==> config.mk <==
export PLATFORM = sky130hd
export DESIGN_NAME = axis_packet_arbiter
export DESIGN_NICKNAME = d
export VERILOG_FILES = /design/src/rtl/axis_packet_arbiter.sv
export SDC_FILE = /design/constraint.sdc
export NUM_CORES = 1
export LEC_CHECK = 0
export BUFFER_PORTS_ARGS = -buffer_cell sky130_fd_sc_hd__buf_2
export CAP_MARGIN = 0
export CORE_AREA = 2 2 167 169
export DETAILED_ROUTE_END_ITERATION = 16
export DIE_AREA = 0 0 169 171
export SKIP_LAST_GASP = 1
export SYNTH_ARGS = -nofsm -noshare
export SYNTH_HDL_FRONTEND = slang
export SYNTH_SLANG_ARGS = --single-unit
==> constraint.sdc <==
create_clock -name clk_axis_i -period 3.64 [get_ports clk_axis_i]
set_input_delay 0.728 -clock clk_axis_i [delete_from_list [all_inputs] [get_ports clk_axis_i]]
set_output_delay 0.728 -clock clk_axis_i [all_outputs]
set_load 0.02 [all_outputs]
==> src/rtl/axis_packet_arbiter.sv <==
// -----------------------------------------------------------------------------
// axis_packet_arbiter
//
// Packet-level round-robin arbiter. It merges NumRequesters AXI-Stream
// initiators onto one AXI-Stream target port. A grant is held from the first
// beat of a packet until its tlast beat, so beats of different packets never
// interleave. The output path is a 2-entry skid buffer, so every m_axis output
// comes straight from a register and the block still moves 1 beat/cycle.
//
// Ports
//   clk_axis_i        block clock, rising edge
//   rst_axis_i        synchronous reset, active high
//   s_axis_*          NumRequesters packed upstream streams (slice i = req i)
//   m_axis_*          merged downstream stream (tid/tdest passed unchanged)
//   grant_o           one-hot current grant, zero when idle
//   busy_o            high while a packet is locked
//   pkt_count_o       number of tlast handshakes on m_axis (wraps)
// -----------------------------------------------------------------------------
module axis_packet_arbiter #(
  parameter int NumRequesters = 4,
  parameter int TDataWidth    = 64,
  parameter int TIdWidth      = 5,
  parameter int TDestWidth    = 5,
  parameter int PktCountWidth = 32
) (
  input  logic                                clk_axis_i,
  input  logic                                rst_axis_i,
  input  logic [NumRequesters-1:0]            s_axis_tvalid_i,
  output logic [NumRequesters-1:0]            s_axis_tready_o,
  input  logic [NumRequesters*TDataWidth-1:0] s_axis_tdata_i,
  input  logic [NumRequesters-1:0]            s_axis_tlast_i,
  input  logic [NumRequesters*TIdWidth-1:0]   s_axis_tid_i,
  input  logic [NumRequesters*TDestWidth-1:0] s_axis_tdest_i,
  output logic                                m_axis_tvalid_o,
  input  logic                                m_axis_tready_i,
  output logic [TDataWidth-1:0]               m_axis_tdata_o,
  output logic                                m_axis_tlast_o,
  output logic [TIdWidth-1:0]                 m_axis_tid_o,
  output logic [TDestWidth-1:0]               m_axis_tdest_o,
  output logic [NumRequesters-1:0]            grant_o,
  output logic                                busy_o,
  output logic [PktCountWidth-1:0]            pkt_count_o
);

  localparam int IdxW  = $clog2(NumRequesters);
  // Beat layout inside the skid registers: {tlast, tid, tdest, tdata}
  localparam int BeatW = TDataWidth + TDestWidth + TIdWidth + 1;

  typedef enum logic {IDLE, LOCKED} state_t;

  state_t                     state_reg, state_next;
  logic [NumRequesters-1:0]   grant_reg, grant_next;
  logic [IdxW-1:0]            grant_idx_reg, grant_idx_next;
  logic [IdxW-1:0]            ptr_reg, ptr_next;

  logic [BeatW-1:0]           head_reg;
  logic [BeatW-1:0]           second_reg;
  logic [1:0]                 count_reg;
  logic [PktCountWidth-1:0]   pkt_count_reg;

  // ---------------------------------------------------------------------------
  // Unpack the per-requester slices
  // ---------------------------------------------------------------------------
  logic [TDataWidth-1:0] in_data [NumRequesters];
  logic [TIdWidth-1:0]   in_id   [NumRequesters];
  logic [TDestWidth-1:0] in_dest [NumRequesters];

  for (genvar gi = 0; gi < NumRequesters; gi++) begin : g_unpack
    assign in_data[gi] = s_axis_tdata_i[gi*TDataWidth +: TDataWidth];
    assign in_id[gi]   = s_axis_tid_i[gi*TIdWidth +: TIdWidth];
    assign in_dest[gi] = s_axis_tdest_i[gi*TDestWidth +: TDestWidth];
  end

  logic             sel_last;
  logic [BeatW-1:0] in_beat;
  logic             buf_full;
  logic             wr_en;
  logic             rd_en;

  assign sel_last = s_axis_tlast_i[grant_idx_reg];
  assign in_beat  = {sel_last, in_id[grant_idx_reg], in_dest[grant_idx_reg],
                     in_data[grant_idx_reg]};

  assign buf_full        = (count_reg == 2'd2);
  assign s_axis_tready_o = (state_reg == LOCKED && !buf_full) ? grant_reg : '0;
  assign wr_en           = |(s_axis_tvalid_i & s_axis_tready_o);
  assign m_axis_tvalid_o = (count_reg != 2'd0);
  assign rd_en           = m_axis_tvalid_o & m_axis_tready_i;

  // ---------------------------------------------------------------------------
  // Round-robin pick, scanning upward from ptr_reg. The currently granted
  // requester is masked out: its tvalid during the tlast handshake belongs to
  // the beat being consumed, not to a new packet request.
  // ---------------------------------------------------------------------------
  logic [NumRequesters-1:0] arb_req;
  logic                     arb_found;
  logic [IdxW-1:0]          arb_idx;
  logic [IdxW-1:0]          arb_ptr_next;
  logic [IdxW:0]            cand;

  assign arb_req = s_axis_tvalid_i & ~grant_reg;

  always_comb begin
    arb_found = 1'b0;
    arb_idx   = '0;
    cand      = '0;
    for (int i = 0; i < NumRequesters; i++) begin
      cand = {1'b0, ptr_reg} + (IdxW+1)'(i);
      if (cand >= (IdxW+1)'(NumRequesters)) begin
        cand = cand - (IdxW+1)'(NumRequesters);
      end
      if (!arb_found && arb_req[cand[IdxW-1:0]]) begin
        arb_found = 1'b1;
        arb_idx   = cand[IdxW-1:0];
      end
    end
  end

  assign arb_ptr_next = (arb_idx == IdxW'(NumRequesters - 1)) ? '0
                                                              : arb_idx + IdxW'(1);

  // ---------------------------------------------------------------------------
  // Grant FSM
  // ---------------------------------------------------------------------------
  always_comb begin
    state_next     = state_reg;
    grant_next     = grant_reg;
    grant_idx_next = grant_idx_reg;
    ptr_next       = ptr_reg;
    case (state_reg)
      IDLE: begin
        if (arb_found) begin
          state_next     = LOCKED;
          grant_next     = NumRequesters'(1) << arb_idx;
          grant_idx_next = arb_idx;
          ptr_next       = arb_ptr_next;
        end
      end
      LOCKED: begin
        // Re-arbitrate in the tlast cycle so a waiting requester follows
        // without a bubble.
        if (wr_en && sel_last) begin
          if (arb_found) begin
            grant_next     = NumRequesters'(1) << arb_idx;
            grant_idx_next = arb_idx;
            ptr_next       = arb_ptr_next;
          end else begin
            state_next = IDLE;
            grant_next = '0;
          end
        end
      end
      default: begin
        state_next = IDLE;
        grant_next = '0;
      end
    endcase
  end

  always_ff @(posedge clk_axis_i) begin
    if (rst_axis_i) begin
      state_reg     <= IDLE;
      grant_reg     <= '0;
      grant_idx_reg <= '0;
      ptr_reg       <= '0;
    end else begin
      state_reg     <= state_next;
      grant_reg     <= grant_next;
      grant_idx_reg <= grant_idx_next;
      ptr_reg       <= ptr_next;
    end
  end

  // ---------------------------------------------------------------------------
  // Two-entry skid buffer. head_reg drives m_axis directly; second_reg only
  // fills when the head is stalled. A write while full cannot happen because
  // tready is already low then.
  // ---------------------------------------------------------------------------
  always_ff @(posedge clk_axis_i) begin
    if (rst_axis_i) begin
      head_reg   <= '0;
      second_reg <= '0;
      count_reg  <= 2'd0;
    end else begin
      case (count_reg)
        2'd0: begin
          if (wr_en) begin
            head_reg  <= in_beat;
            count_reg <= 2'd1;
          end
        end
        2'd1: begin
          if (wr_en && rd_en) begin
            head_reg <= in_beat;
          end else if (wr_en) begin
            second_reg <= in_beat;
            count_reg  <= 2'd2;
          end else if (rd_en) begin
            count_reg <= 2'd0;
          end
        end
        2'd2: begin
          if (rd_en) begin
            head_reg  <= second_reg;
            count_reg <= 2'd1;
          end
        end
        default: count_reg <= 2'd0;
      endcase
    end
  end

  always_ff @(posedge clk_axis_i) begin
    if (rst_axis_i) begin
      pkt_count_reg <= '0;
    end else if (rd_en && head_reg[BeatW-1]) begin
      pkt_count_reg <= pkt_count_reg + PktCountWidth'(1);
    end
  end

  assign m_axis_tdata_o = head_reg[TDataWidth-1:0];
  assign m_axis_tdest_o = head_reg[TDataWidth +: TDestWidth];
  assign m_axis_tid_o   = head_reg[TDataWidth+TDestWidth +: TIdWidth];
  assign m_axis_tlast_o = head_reg[BeatW-1];

  assign grant_o     = grant_reg;
  assign busy_o      = (state_reg == LOCKED);
  assign pkt_count_o = pkt_count_reg;

endmodule
==> results.toml <==
[run_status]
status = "completed"

[setup_path]
start_to_end_type_of_the_worst_setup_path = "reg -> out"
crit_required_ps = 2910
critical_path_arrival_ps = 1610
cp_cell_sequence = "nand2b_4 -> and3_1 -> buf_2"
crit_path_top_delay_cell = "sky130_fd_sc_hd__dfxtp_1"
crit_path_end_kind = "output port"
worstSetupStartpointType = "flop"
timing.critical_path.fanout_max = 10
critical_path.max_stage_delay_ps = 540

[finish]
final_cells = 1742
final_design_area_no_fill_um2 = 12800
design.final.nets = 1692
area_growth_syn_to_layout_pct = 29.6
drive_above_1_share = 0.401

[clock_network]
cts_tree = "yes"
cts-buffers-inserted = 17
cts_hold_repair.buffers = 0
postCtsResizedCells = 0
cts_sinks = 193
worstSkewPairLatency_ps = 440
htreeDepth = 4
cts.reportedPaths.clkPinSlew_ps = 70
cts.path.max_buffers = 2
cell_at_the_root_of_the_clock_tree = "sky130_fd_sc_hd__clkbuf_16"
cts_setup_buffers = 0

[drt]
dr_vias = 9529
viasPerCell = 5.47
drc = 0
detail_route.wl_per_cell_um = 18.7
dr.first_iter.drc_count = 611
routed_wirelength_um = 32500
drt_pre_antenna_iters = 5
detail-route-antenna-nets = 0

[logic_synthesis]
synthCells = 1021
synth_ff_type = "sky130_fd_sc_hd__dfxtp_1"
synth.ff_latch_count = 193
synthesis.yosys.warnings = 0
cell_types_with_the_largest_area_share_after_synthesis = "sky130_fd_sc_hd__dfxtp_1 39%, sky130_fd_sc_hd__mux4_2 17%, sky130_fd_sc_hd__mux2i_1 7.9%"
synth_largest_type_area_fraction = 0.390
synth_largest_area_cell = "sky130_fd_sc_hd__dfxtp_1"
syn-num-nets = 1333
asyncSetResetFlopFracSynth = 0
synth_sequential_area_ratio = 0.390
mappedNetlistArea_um2 = 9920
ys_types = 48
yosys-top-cells-count = "193 x sky130_fd_sc_hd__dfxtp_1, 164 x sky130_fd_sc_hd__nand2_1, 97 x sky130_fd_sc_hd__a21oi_1, 91 x sky130_fd_sc_hd__nor2_1, 78 x sky130_fd_sc_hd__mux2i_1"
synth_edf_count = 0
synth.avg_cell_area_um2 = 9.71
synthMostInstantiatedCell = "sky130_fd_sc_hd__dfxtp_1"

[sta]
maximum_clock_frequency_ghz = 0.429
timing.final.hold_violations = 0
max_slew.worst_pin.slew_ps = 984
worst_hold_slack_ps = 454
setup_viol_count_final = 0
slew_viol_final = 0
unrepaired_setup_endpoints_after_global_routing = "false"
post_layout_minimum_cycle_time_ps = 2330
final.setup_skew_ps = 20.5
timing.slew.headroom = 0.344
fin_crit_sh = 0.641
final.setup.tns_ps = 0

[pwr]
pwr-share-seq = 0.418
internal_power_mw = 3.91
static-leakage-power_nw = 5.65
pwr_density_cell_nw_per_um2 = 449
power.switching_mw = 1.87
maximum_resistive_drop_on_vdd_v = 0.000253
clock_power_share = 0.319
netSwitchingFraction = 0.323
power.combinational.fraction = 0.263

[die]
die-area_um2 = 28900
chipHeight_um = 171
floorplan.initialDensity = 0.363
floorplan.die.width_um = 169
placement_rows = 61
pin_count = 424
core_um2 = 27300

[grt]
grt_start_max_net_pins = 101
initial_antenna_violation_count = 5
grt.total_usage = 0.217
grt.overflow.total = 0
number_of_global_route_vias_before_repair = 8812
wire_length_of_the_first_global_routing_pass_um = 49300

[run]
max_cap_viol_count = 0

[place]
placedCellCount = 1707
quantity_of_i_o_buffers_inserted_on_ports = 423
placed_area_um2 = 12300
hpwlAfterDp_um = 22700
gpl.final_weighted_congestion = 0.831

[hold_path]
hold_path_class = "reg -> reg"
-- cell type report --
cell class / instances / area (um2)
Fill cell: 2629 / 14500
Multi-Input combinational cell: 722 / 5690
Sequential cell: 193 / 3870
Timing Repair Buffer: 434 / 2230
Clock buffer: 19 / 453
Tap cell: 346 / 433
Clock inverter: 13 / 119
Inverter: 12 / 45.0
Antenna cell: 3 / 7.51
-- kinds of logic after synthesis --
kind of cell | count (synthesis) | share of synthesized area
simple gates | 332 | 0.147
compound gates | 218 | 0.152
flops | 193 | 0.390
mux | 158 | 0.255
buf+inv | 106 | 0.0431
xor+xnor | 9 | 0.00795
fa+ha+maj | 5 | 0.00631
-- worst max-delay path, delay by kind of cell (launching register included) --
kind	cells	cell delay [ps]
flip-flops	1	540
AND/OR/NAND/NOR	2	460
buffers and inverters	1	180
-- worst paths after layout --
| kind | to | startpoint | depth (start not counted) | slack [ps] |
|---|---|---|---|---|
| max | s_axis_tready_o[1] | count_reg[0] | 3 | 1310 |
| min | second_reg[44] | second_reg[44] | 2 | 450 |
| max reg2reg | pkt_count_o[31] | pkt_count_o[4] | 4 | 1320 |
| min reg2reg | second_reg[44] | second_reg[44] | 2 | 450 |
-- metal layers --
metal	share of wire	track usage	vias to the layer above
met5	0.0012	0	-
met2	0.49	0.358	332
met1	0.43	0.290	4611
li1	-	-	4546
met4	0.017	0.0591	6
met3	0.061	0.0435	34
-- power by group through the flow --
stage	logic, mW	registers, mW	clock network [mW]
after floorplan	0.912	2.52	0
after global placement	1.51	2.46	0
after detailed placement	1.53	2.46	0
after CTS	1.53	2.42	1.89
after global routing	1.65	2.44	1.97
final	1.52	2.41	1.84
-- placed cells by master, fill, tap and decap left out, types with 9 or more instances in the layout --
| master | synthesis | routed |
|---|---|---|
| sky130_fd_sc_hd__nand4_1 | 9 | 9 |
| sky130_fd_sc_hd__dfxtp_1 | 193 | 191 |
| sky130_fd_sc_hd__or3_1 | 13 | 13 |
| sky130_fd_sc_hd__nor2_1 | 91 | 91 |
| sky130_fd_sc_hd__a21oi_1 | 97 | 97 |
| sky130_fd_sc_hd__a221oi_1 | 75 | 75 |
| sky130_fd_sc_hd__o21ai_0 | 12 | 12 |
| sky130_fd_sc_hd__mux2i_1 | 78 | 78 |
| sky130_fd_sc_hd__buf_2 | 15 | 422 |
| sky130_fd_sc_hd__clkbuf_16 | 0 | 17 |
| sky130_fd_sc_hd__mux4_2 | 75 | 75 |
| sky130_fd_sc_hd__inv_1 | 12 | 12 |
| sky130_fd_sc_hd__buf_4 | 1 | 9 |
| sky130_fd_sc_hd__nand2_1 | 164 | 164 |
-- metrics by stage --
| step | util | power, mW | setup WS [ps] |
|---|---|---|---|
| final | 0.470 | 5.77 | 1310 |
| after CTS | 0.470 | 5.84 | 1270 |
| after detailed placement | 0.449 | 3.99 | 957 |
| after floorplan | - | 3.43 | 1470 |
| after global placement | 0.449 | 3.97 | 1010 |
| after global routing | 0.470 | 6.06 | 1110 |
Power figures use the tool's default switching activity.
